`src/rtl/bin_to_bcd_seq.sv`:
```
// Sequential binary-to-BCD converter using shift-add-3 (double dabble), one input bit per clock.
// Start/busy/done handshake; bcd_out and ovf are held until the next completion or reset.
//
// state | meaning
// IDLE  | waiting for start; last result held on bcd_out/ovf
// SHIFT | one add-3 + shift iteration per clock, count bits remaining
module bin_to_bcd_seq #(
    parameter int WIDTH  = 8,
    parameter int DIGITS = 3
) (
    input  logic                  clk,
    input  logic                  rst,
    input  logic                  start,
    input  logic [WIDTH-1:0]      bin_in,
    output logic                  busy,
    output logic                  done,
    output logic [4*DIGITS-1:0]   bcd_out,
    output logic                  ovf
);

    localparam int CW = $clog2(WIDTH + 1);
    localparam int SW = 4 * DIGITS;

    typedef enum logic {
        IDLE,
        SHIFT
    } state_t;

    state_t           state;
    logic [WIDTH-1:0] shreg;
    logic [WIDTH-1:0] shreg_next;
    logic [SW-1:0]    scratch;
    logic [SW-1:0]    adj;
    logic [SW-1:0]    shifted;
    logic             carry;
    logic             ovf_acc;
    logic [CW-1:0]    count;

    // A digit is at most 9 before adjust, so +3 tops out at 12 and never wraps.
    always_comb begin
        adj = scratch;
        for (int i = 0; i < DIGITS; i++) begin
            if (scratch[4*i +: 4] >= 4'd5) begin
                adj[4*i +: 4] = scratch[4*i +: 4] + 4'd3;
            end
        end
        {carry, shifted, shreg_next} = {adj, shreg, 1'b0};
    end

    always_ff @(posedge clk) begin
        if (rst) begin
            state   <= IDLE;
            busy    <= 1'b0;
            done    <= 1'b0;
            bcd_out <= '0;
            ovf     <= 1'b0;
            shreg   <= '0;
            scratch <= '0;
            ovf_acc <= 1'b0;
            count   <= '0;
        end else begin
            done <= 1'b0;
            case (state)
                IDLE: begin
                    if (start) begin
                        shreg   <= bin_in;
                        scratch <= '0;
                        ovf_acc <= 1'b0;
                        count   <= CW'(WIDTH);
                        busy    <= 1'b1;
                        state   <= SHIFT;
                    end
                end
                SHIFT: begin
                    scratch <= shifted;
                    shreg   <= shreg_next;
                    ovf_acc <= ovf_acc | carry;
                    count   <= count - 1'b1;
                    if (count == CW'(1)) begin
                        bcd_out <= shifted;
                        ovf     <= ovf_acc | carry;
                        done    <= 1'b1;
                        busy    <= 1'b0;
                        state   <= IDLE;
                    end
                end
                default: state <= IDLE;
            endcase
        end
    end

endmodule

```
`config.mk`:
```
export PLATFORM = sky130hd
export DESIGN_NAME = bin_to_bcd_seq
export DESIGN_NICKNAME = d
export VERILOG_FILES = /design/src/rtl/bin_to_bcd_seq.sv
export SDC_FILE = /design/constraint.sdc
export NUM_CORES = 1
export LEC_CHECK = 0
export BUFFER_PORTS_ARGS = -buffer_cell sky130_fd_sc_hd__buf_2
export CELL_PAD_IN_SITES_DETAIL_PLACEMENT = 1
export CELL_PAD_IN_SITES_GLOBAL_PLACEMENT = 1
export CORE_MARGIN = 3
export CORE_UTILIZATION = 35
export CTS_BUF_LIST = sky130_fd_sc_hd__clkbuf_2
export CTS_CLUSTER_DIAMETER = 120
export DETAILED_ROUTE_END_ITERATION = 6
export MAX_ROUTING_LAYER = met4
export PLACE_DENSITY = 0.64
export SLEW_MARGIN = 30
export SYNTH_ARGS = -nofsm -noshare
export SYNTH_HDL_FRONTEND = slang
export SYNTH_SLANG_ARGS = --single-unit
```
`constraint.sdc`:
```
create_clock -name clk -period 2.65 [get_ports clk]
set_input_delay 0.1325 -clock clk [delete_from_list [all_inputs] [get_ports clk]]
set_output_delay 0.1325 -clock clk [all_outputs]
set_load 0.01 [all_outputs]
```
==> results.md, run 1 <==
* R2R cell count at 5
* R2R Path End: bcd_out[2]
* Top-Level Pins at 26
* Clock Tree Root: clkbuf_2
* Post-synthesis xor/xnor area fraction at 1.44%
* Final period util at 63.9%
* Core Rows at 25
* Crit path launch type: register
* Area of the multi-input gates at 893 sq um
* Post-synth cell types at 33
* Max-slew violation count at 0
* WS Path Type: register to register
* Max Root-Sink Buffers at 2
* Worst min path class: primary input to register
* Largest family of logic cells by synthesized area: compound AO/OA/AOI/OAI gates
* Clock transition at the registers of the reported paths at 190 ps
* Most frequent cells in the layout: dfxtp_1, buf_2, nor2_1
* Worst-Margin Slew at 683 ps
* Max FO, Critical Path at 12
* Final nets at 235
* DRC at 0
* Worst skew pair latency at 390 ps
* CP required at 2990 ps
* Multiplexer area fraction after synthesis at 6.60%
* Worst Setup EP: bcd_out[2]
* Area growth syn-to-layout at 10.9%
* Initial antenna violation count at 0
* Status: completed
* Simple-gate share of the synthesized area at 14.8%
* Minimum clock period after layout at 1690 ps
* Avg Inst Size Synth at 9.52 sq um
* Detailed-placement wirelength estimate at 3070 um
* Final antenna-violating net count at 0
* Worst clock skew at 13.8 ps
* CTS Sinks at 41
* DP Cell Count at 275
* P per Cell Area at 495 mW/mm^2
* Cell Area, Synth at 0.00182 sq mm
* Area leader, netlist: dfxtp_1
* Inserted Diodes at 0
* Seq. cell area at 821 sq um
* Fmax at 591 MHz
* Post-synthesis adder-cell area fraction at 5.50%
* Port buffer count at 25
* Setup crit start: state
* Leading post-synthesis cells by cell area: dfxtp_1, mux2i_1, ha_1, a21oi_1, nor2_1
* Leak at 0.816 nW
* Complex-gate fraction of the synthesized area at 20.8%
* Worst reg2reg path startpoint: state
* Layout cell share with drive strength beyond 1 at 17.6%
* Slew HR at 54.4%
* Final hold viol count at 0
* Mapped Cells at 191
* Largest net degree at the start of global routing at 24
* Vias in the first global route at 1,481
* Detailed Route WL at 4200 um
* Seq/Total Area, Yosys at 45.1%
* Iter 0 DRT Violations at 71
* Via Count at 1,496
* CTS buffer count at 5
* Post-Place Worst Slack at 998 ps
* Most common cell after layout, fill and taps aside: dfxtp_1
* Hold path depth at 5
* Routed WL per cell at 14.8 um
* CTS resizes at 0
* Final Instance Count excl. Fillers at 283
* Critical Path Sink Type: register
* Layout filler cell count at 585
* CTS tree: built
* WHS at 85.8 ps
* Detailed-router iteration count before antenna repair at 4
* GRT Total Usage at 15.3%
* DIE HEIGHT at 78.1 um
* Syn_nets at 210
* Number of H-tree levels at 2
* Final setup TNS at 0 ps
* Max_cap viols at 0
* Grt total ovfl at 0
* Total core area at 0.00488 sq mm
* Max IR drop VDD at 180 uV
* Flops & latches, synth at 41
* Endpoints failing setup at 0
* Vias per inst at 5.29
* Crit path DAT at 2030 ps
* Die area at 0.00610 sq mm
* RePlAce Congestion at 0.838
* Area share of the largest cell type after synthesis at 45.1%
* Worst setup margin at 957 ps
* First-pass GRT wire length at 7220 um
* Yosys warning count at 0
* Reg2reg setup slack at 960 ps
* RSZ-0062 raised after global routing: no
* Die X at 78.1 um
* Initial Util at 37.3%
[report_power, final]
part | leakage [nW] | internal, mW | total (mW) | switching [mW]
logic | 0.457 | 0.0374 | 0.0955 | 0.0581
registers | 0.333 | 0.634 | 0.648 | 0.0144
clock network | 0.0265 | 0.0616 | 0.255 | 0.194
total | 0.816 | 0.733 | 0.999 | 0.266
[flip-flops by register name, indices dropped and copies added (netlist names)]
| register | cells |
|---|---|
| bcd_out | 12 |
| busy | 1 |
| count | 4 |
| done | 1 |
| ovf | 1 |
| ovf_acc | 1 |
| scratch | 12 |
| shreg | 8 |
| state | 1 |
[worst max-delay path: stages, from the launching register on]
cell and delay, ps:
dfxtp_1 630, nand2_1 110, nor3_2 220, nand2b_1 310, clkinv_2 210, a22o_1 150
[synth_stat cells]
cell type and count:
a211oi_1 1, a21o_1 3, a21oi_1 18, a22o_1 6, a311oi_1 1, a32o_1 5, buf_2 5, buf_4 2
buf_6 2, clkinv_2 1, dfxtp_1 41, ha_1 8, inv_1 9, inv_2 1, mux2i_1 12, nand2_1 1
nand2b_1 6, nand3_1 6, nand3b_1 1, nor2_1 22, nor2_2 1, nor2b_1 1, nor3_1 6, nor3_2 2
nor3b_1 6, o21a_1 1, o21ai_0 9, o21ai_1 1, o21ba_2 1, o2bb2ai_1 7, o31a_1 1, o32ai_1 1
xnor2_1 3
[stage by stage]
step,power (mW),utilization (%),cell area [sq um]
final,0.999,41.3,2020
after global routing,1.06,41.3,2020
after CTS,1.02,41.3,2020
after detailed placement,0.757,40.4,1970
after global placement,0.752,40.4,1970
after floorplan,0.732,-,1820
[routing by layer]
metal	global-route usage [%]	up-vias	wire, um
met1	18.9	730	1970
li1	-	734	-
met3	3.90	6	153
met2	25.0	26	2030
met4	4.20	0	53
met5	-	-	0
[cell type report]
cell class / instances / share of cell area (%)
clock inverter: 1 / 0.186
multi-input combinational: 130 / 44.3
inverter: 11 / 2.11
tap: 67 / 4.16
timing repair buffer: 27 / 7.07
clock buffer: 6 / 1.49
sequential: 41 / 40.7
[logic make-up after synthesis]
group | Yosys count
AO/OA/AOI/OAI | 55
XOR/XNOR | 3
flip-flops | 41
adder cells (fa/ha/maj) | 8
multiplexers | 12
AND/OR/NAND/NOR | 52
buffers and inverters | 20
[worst min-delay path by stage]
stage	endpoint	from	slack [ps]
6_report	shreg[2]	bin_in[2]	90
5_1_grt	shreg[2]	bin_in[2]	110
4_1_cts	shreg[2]	bin_in[2]	60
3_5_place_dp	bcd_out[1]	bcd_out[1]	450
3_3_place_gp	bcd_out[1]	bcd_out[1]	440
2_1_floorplan	shreg[0]	bin_in[0]	330
[timing repair]
item,CTS,global route
endpoints found under the hold margin,1,0
hold buffers,1,0
setup buffers,0,0
No activity file was read; power rests on OpenSTA's default activity.
==> run 2: changes to the inputs <==
--- a/config.mk
+++ b/config.mk
@@ -5,6 +5,7 @@
 export SDC_FILE = /design/constraint.sdc
 export NUM_CORES = 1
 export LEC_CHECK = 0
+export ABC_AREA = 1
 export BUFFER_PORTS_ARGS = -buffer_cell sky130_fd_sc_hd__buf_2
 export CELL_PAD_IN_SITES_DETAIL_PLACEMENT = 1
 export CELL_PAD_IN_SITES_GLOBAL_PLACEMENT = 1
@@ -14,7 +15,7 @@
 export CTS_CLUSTER_DIAMETER = 120
 export DETAILED_ROUTE_END_ITERATION = 6
 export MAX_ROUTING_LAYER = met4
-export PLACE_DENSITY = 0.64
+export PLACE_DENSITY = 0.66
 export SLEW_MARGIN = 30
 export SYNTH_ARGS = -nofsm -noshare
 export SYNTH_HDL_FRONTEND = slang
==> constraint.sdc (replaced) <==
create_clock -name clk -period 1.75 [get_ports clk]
set_input_delay 0.0875 -clock clk [delete_from_list [all_inputs] [get_ports clk]]
set_output_delay 0.0875 -clock clk [all_outputs]
set_load 0.01 [all_outputs]
==> results.md, run 2 <==
* Status: completed
* Final nets at 323 (+37%)
* RePlAce Congestion at 0.788 (-6.0%)
* Area share of the largest cell type after synthesis at 41.6% (-3.5 points)
* CTS Sinks at 41 (unchanged)
* Largest registers: bcd_out (12), scratch (12), shreg (8)
* Die area at 0.00657 sq mm (+7.7%)
* Number of H-tree levels at 2 (unchanged)
* Syn_nets at 289 (+38%)
* Worst setup margin at 202 ps (-756 ps)
* Seq. cell area at 821 sq um (unchanged)
* Layout cell share with drive strength beyond 1 at 15.1% (-2.5 points)
* Crit path top cell by count: nand2_1
* Top-Level Pins at 26 (unchanged)
* Post-Place Worst Slack at 237 ps (-761 ps)
* Cts hold-fix bufs at 6 (+5)
* Synth Flop Type: dfxtp_1
* Vias in the first global route at 1,716 (+16%)
* Worst min path class: primary input to register
* GRT Total Usage at 16.9% (+1.5 points)
* Initial antenna violation count at 0 (unchanged)
* Post-synthesis xor/xnor area fraction at 0% (-1.4 points)
* Most common cell in the synthesized netlist: nand2_1
* WS Path Type: register to register
* Final Instance Count excl. Fillers at 375 (+33%)
* Final hold viol count at 0 (unchanged)
* Final instance area at 0.00224 sq mm (+11%)
* Slew HR at 64.9% (+10 points)
* Total core area at 0.00527 sq mm (+8.0%)
* Avg Inst Size Synth at 7.30 sq um (-23%)
* Max FO, Critical Path at 6 (-6)
* Leak at 1.09 nW (+33%)
* Seq/Total Area, Yosys at 41.6% (-3.5 points)
* Cell Area, Synth at 0.00197 sq mm (+8.4%)
* Critical Path Sink Type: register
* Max_cap viols at 0 (unchanged)
* Max IR drop VDD at 247 uV (+37%)
* CTS buffer count at 5 (unchanged)
* Most frequent cells in the layout: nand2_1, dfxtp_1, inv_1
* Detailed-placement wirelength estimate at 3330 um (+8.5%)
* Fmax at 646 MHz (+9.3%)
* Synth cell count leaders: nand2_1, dfxtp_1, inv_1, nand3_1, a21oi_1
* First-pass GRT wire length at 8220 um (+14%)
* Final setup TNS at 0 ps (unchanged)
* Post-synth cell types at 27 (-18%)
* Max-slew violation count at 0 (unchanged)
* Port buffer count at 25 (unchanged)
* Simple-gate share of the synthesized area at 32.8% (+18 points)
* CP required at 2110 ps (-880 ps)
* Worst skew pair latency at 410 ps (+20 ps)
* Cell Chain, Critical Path: inv_1 -> ha_1 -> nand2_1 -> nand2_1 -> o21ai_0 -> nand2_1 -> a21oi_1
* DRC at 0 (unchanged)
* Layout filler cell count at 725 (+24%)
* Vias per inst at 4.57 (-14%)
* DP Cell Count at 360 (+31%)
* Worst-Margin Slew at 526 ps (-157 ps)
* Inserted Diodes at 0 (unchanged)
* Iter 0 DRT Violations at 72 (+1.4%)
* DIE HEIGHT at 81.1 um (+3.8%)
* Clock Tree Root: clkbuf_2
* Detailed Route WL at 4690 um (+12%)
* Dpl cell area at 0.00214 sq mm (+8.2%)
* Routed WL per cell at 12.5 um (-16%)
* Yosys warning count at 0 (unchanged)
* Crit path launch type: register
* Post-synthesis adder-cell area fraction at 5.08% (-0.43 points)
* Area of the multi-input gates at 945 sq um (+5.7%)
* Clock transition at the registers of the reported paths at 220 ps (+30 ps)
* Complex-gate fraction of the synthesized area at 9.52% (-11 points)
* Leading post-synthesis cells by cell area: dfxtp_1, nand2_1, nand3_1, inv_1, a21oi_1
* CTS tree: built
* Final antenna-violating net count at 0 (unchanged)
* Largest net degree at the start of global routing at 16 (-33%)
* Post-CTS setup buffers at 0 (unchanged)
* Slowest cell on crit path: dfxtp_1
* Initial Util at 37.4% (+0.13 points)
* Die X at 81.1 um (+3.8%)
* Multiplexer area fraction after synthesis at 0.508% (-6.1 points)
* Flops & latches, synth at 41 (unchanged)
* Number of synthesized flops with an enable pin at 0 (unchanged)
* Max Root-Sink Buffers at 2 (unchanged)
* Worst clock skew at 14.1 ps (+0.330 ps)
* Final period util at 88.5% (+25 points)
* Detailed-router iteration count before antenna repair at 4 (unchanged)
* Grt total ovfl at 0 (unchanged)
* Crit-path max cell delay at 480 ps (-150 ps)
* Minimum clock period after layout at 1550 ps (-144 ps)
* Mapped Cells at 270 (+41%)
* Most common cell after layout, fill and taps aside: nand2_1
* Async SR Flop Fraction at 0% (unchanged)
* Via Count at 1,712 (+14%)
* P per Cell Area at 693 mW/mm^2 (+40%)
* Endpoints failing setup at 0 (unchanged)
* CTS resizes at 0 (unchanged)
* Crit path DAT at 1900 ps (-130 ps)
* Core Rows at 26 (+4.0%)
* Area growth syn-to-layout at 13.8%
* Post-layout power at 1.56 mW (+56%)
* Area leader, netlist: dfxtp_1
* Largest family of logic cells by synthesized area: simple AND/OR/NAND/NOR gates
* RSZ-0062 raised after global routing: no
==> run 2: changes by cell type in the layout (fill, tap and decap cells not counted), moves of 7 or more <==
cell	delta
nor2_1	-13
nand2_1	+92
inv_1	+21
mux2i_1	-11
nand3_1	+20
o2bb2ai_1	-7
==> run 2: path summary, 6_finish.rpt <==
path,startpoint,endpoint,slack [ps],depth (start not counted)
worst max-delay path,scratch[4],scratch[8],200,7
worst min-delay path,bin_in[7],shreg[7],40,5
worst max register to register,scratch[4],scratch[8],200,7
worst min register to register,bcd_out[6],bcd_out[6],460,2
==> run 2: stage by stage <==
| stage | hold slack (ps) | util [%] |
|---|---|---|
| CTS | 3.06 | 42.4 |
| global placement | 377 | 40.5 |
| global route | 21.2 | 42.6 |
| finish | 42.1 | 42.6 |
| floorplan | 252 | - |
| detailed placement | 392 | 40.5 |
==> run 2: area by class of cell <==
| type | count | area share [%] |
|---|---|---|
| Sequential cell | 41 | 36.6 |
| Timing Repair Buffer | 37 | 10.4 |
| Tap cell | 70 | 3.90 |
| Clock buffer | 5 | 1.12 |
| Inverter | 32 | 5.35 |
| Multi-Input combinational cell | 187 | 42.1 |
| Clock inverter | 3 | 0.558 |
==> run 2: worst max-delay path: cells and delay by family, from the launching register on <==
kind | cells | cell delay, ps
and+or+nand+nor | 3 | 260
DFF | 1 | 480
AOI/OAI and AO/OA | 2 | 430
adders and majority gates | 1 | 230
buffers and inverters | 1 | 90
==> run 2: cell families after synthesis <==
logic type,after synthesis
AO/OA/AOI/OAI,36
multiplexers,1
buffers and inverters,42
adder cells (fa/ha/maj),8
AND/OR/NAND/NOR,142
flip-flops,41
==> run 2: metal layers <==
| metal | track usage (%) | wire length [um] |
|---|---|---|
| met1 | 22.0 | 2410 |
| met2 | 25.6 | 2100 |
| met3 | 3.99 | 131 |
| met4 | 5.57 | 57 |
| met5 | - | 0 |
==> run 2: report_power, final <==
part | switching [mW] | leakage (nW) | internal, mW
Clock | 0.324 | 0.0278 | 0.0876
Sequential | 0.0230 | 0.333 | 0.960
Combinational | 0.0977 | 0.728 | 0.0639
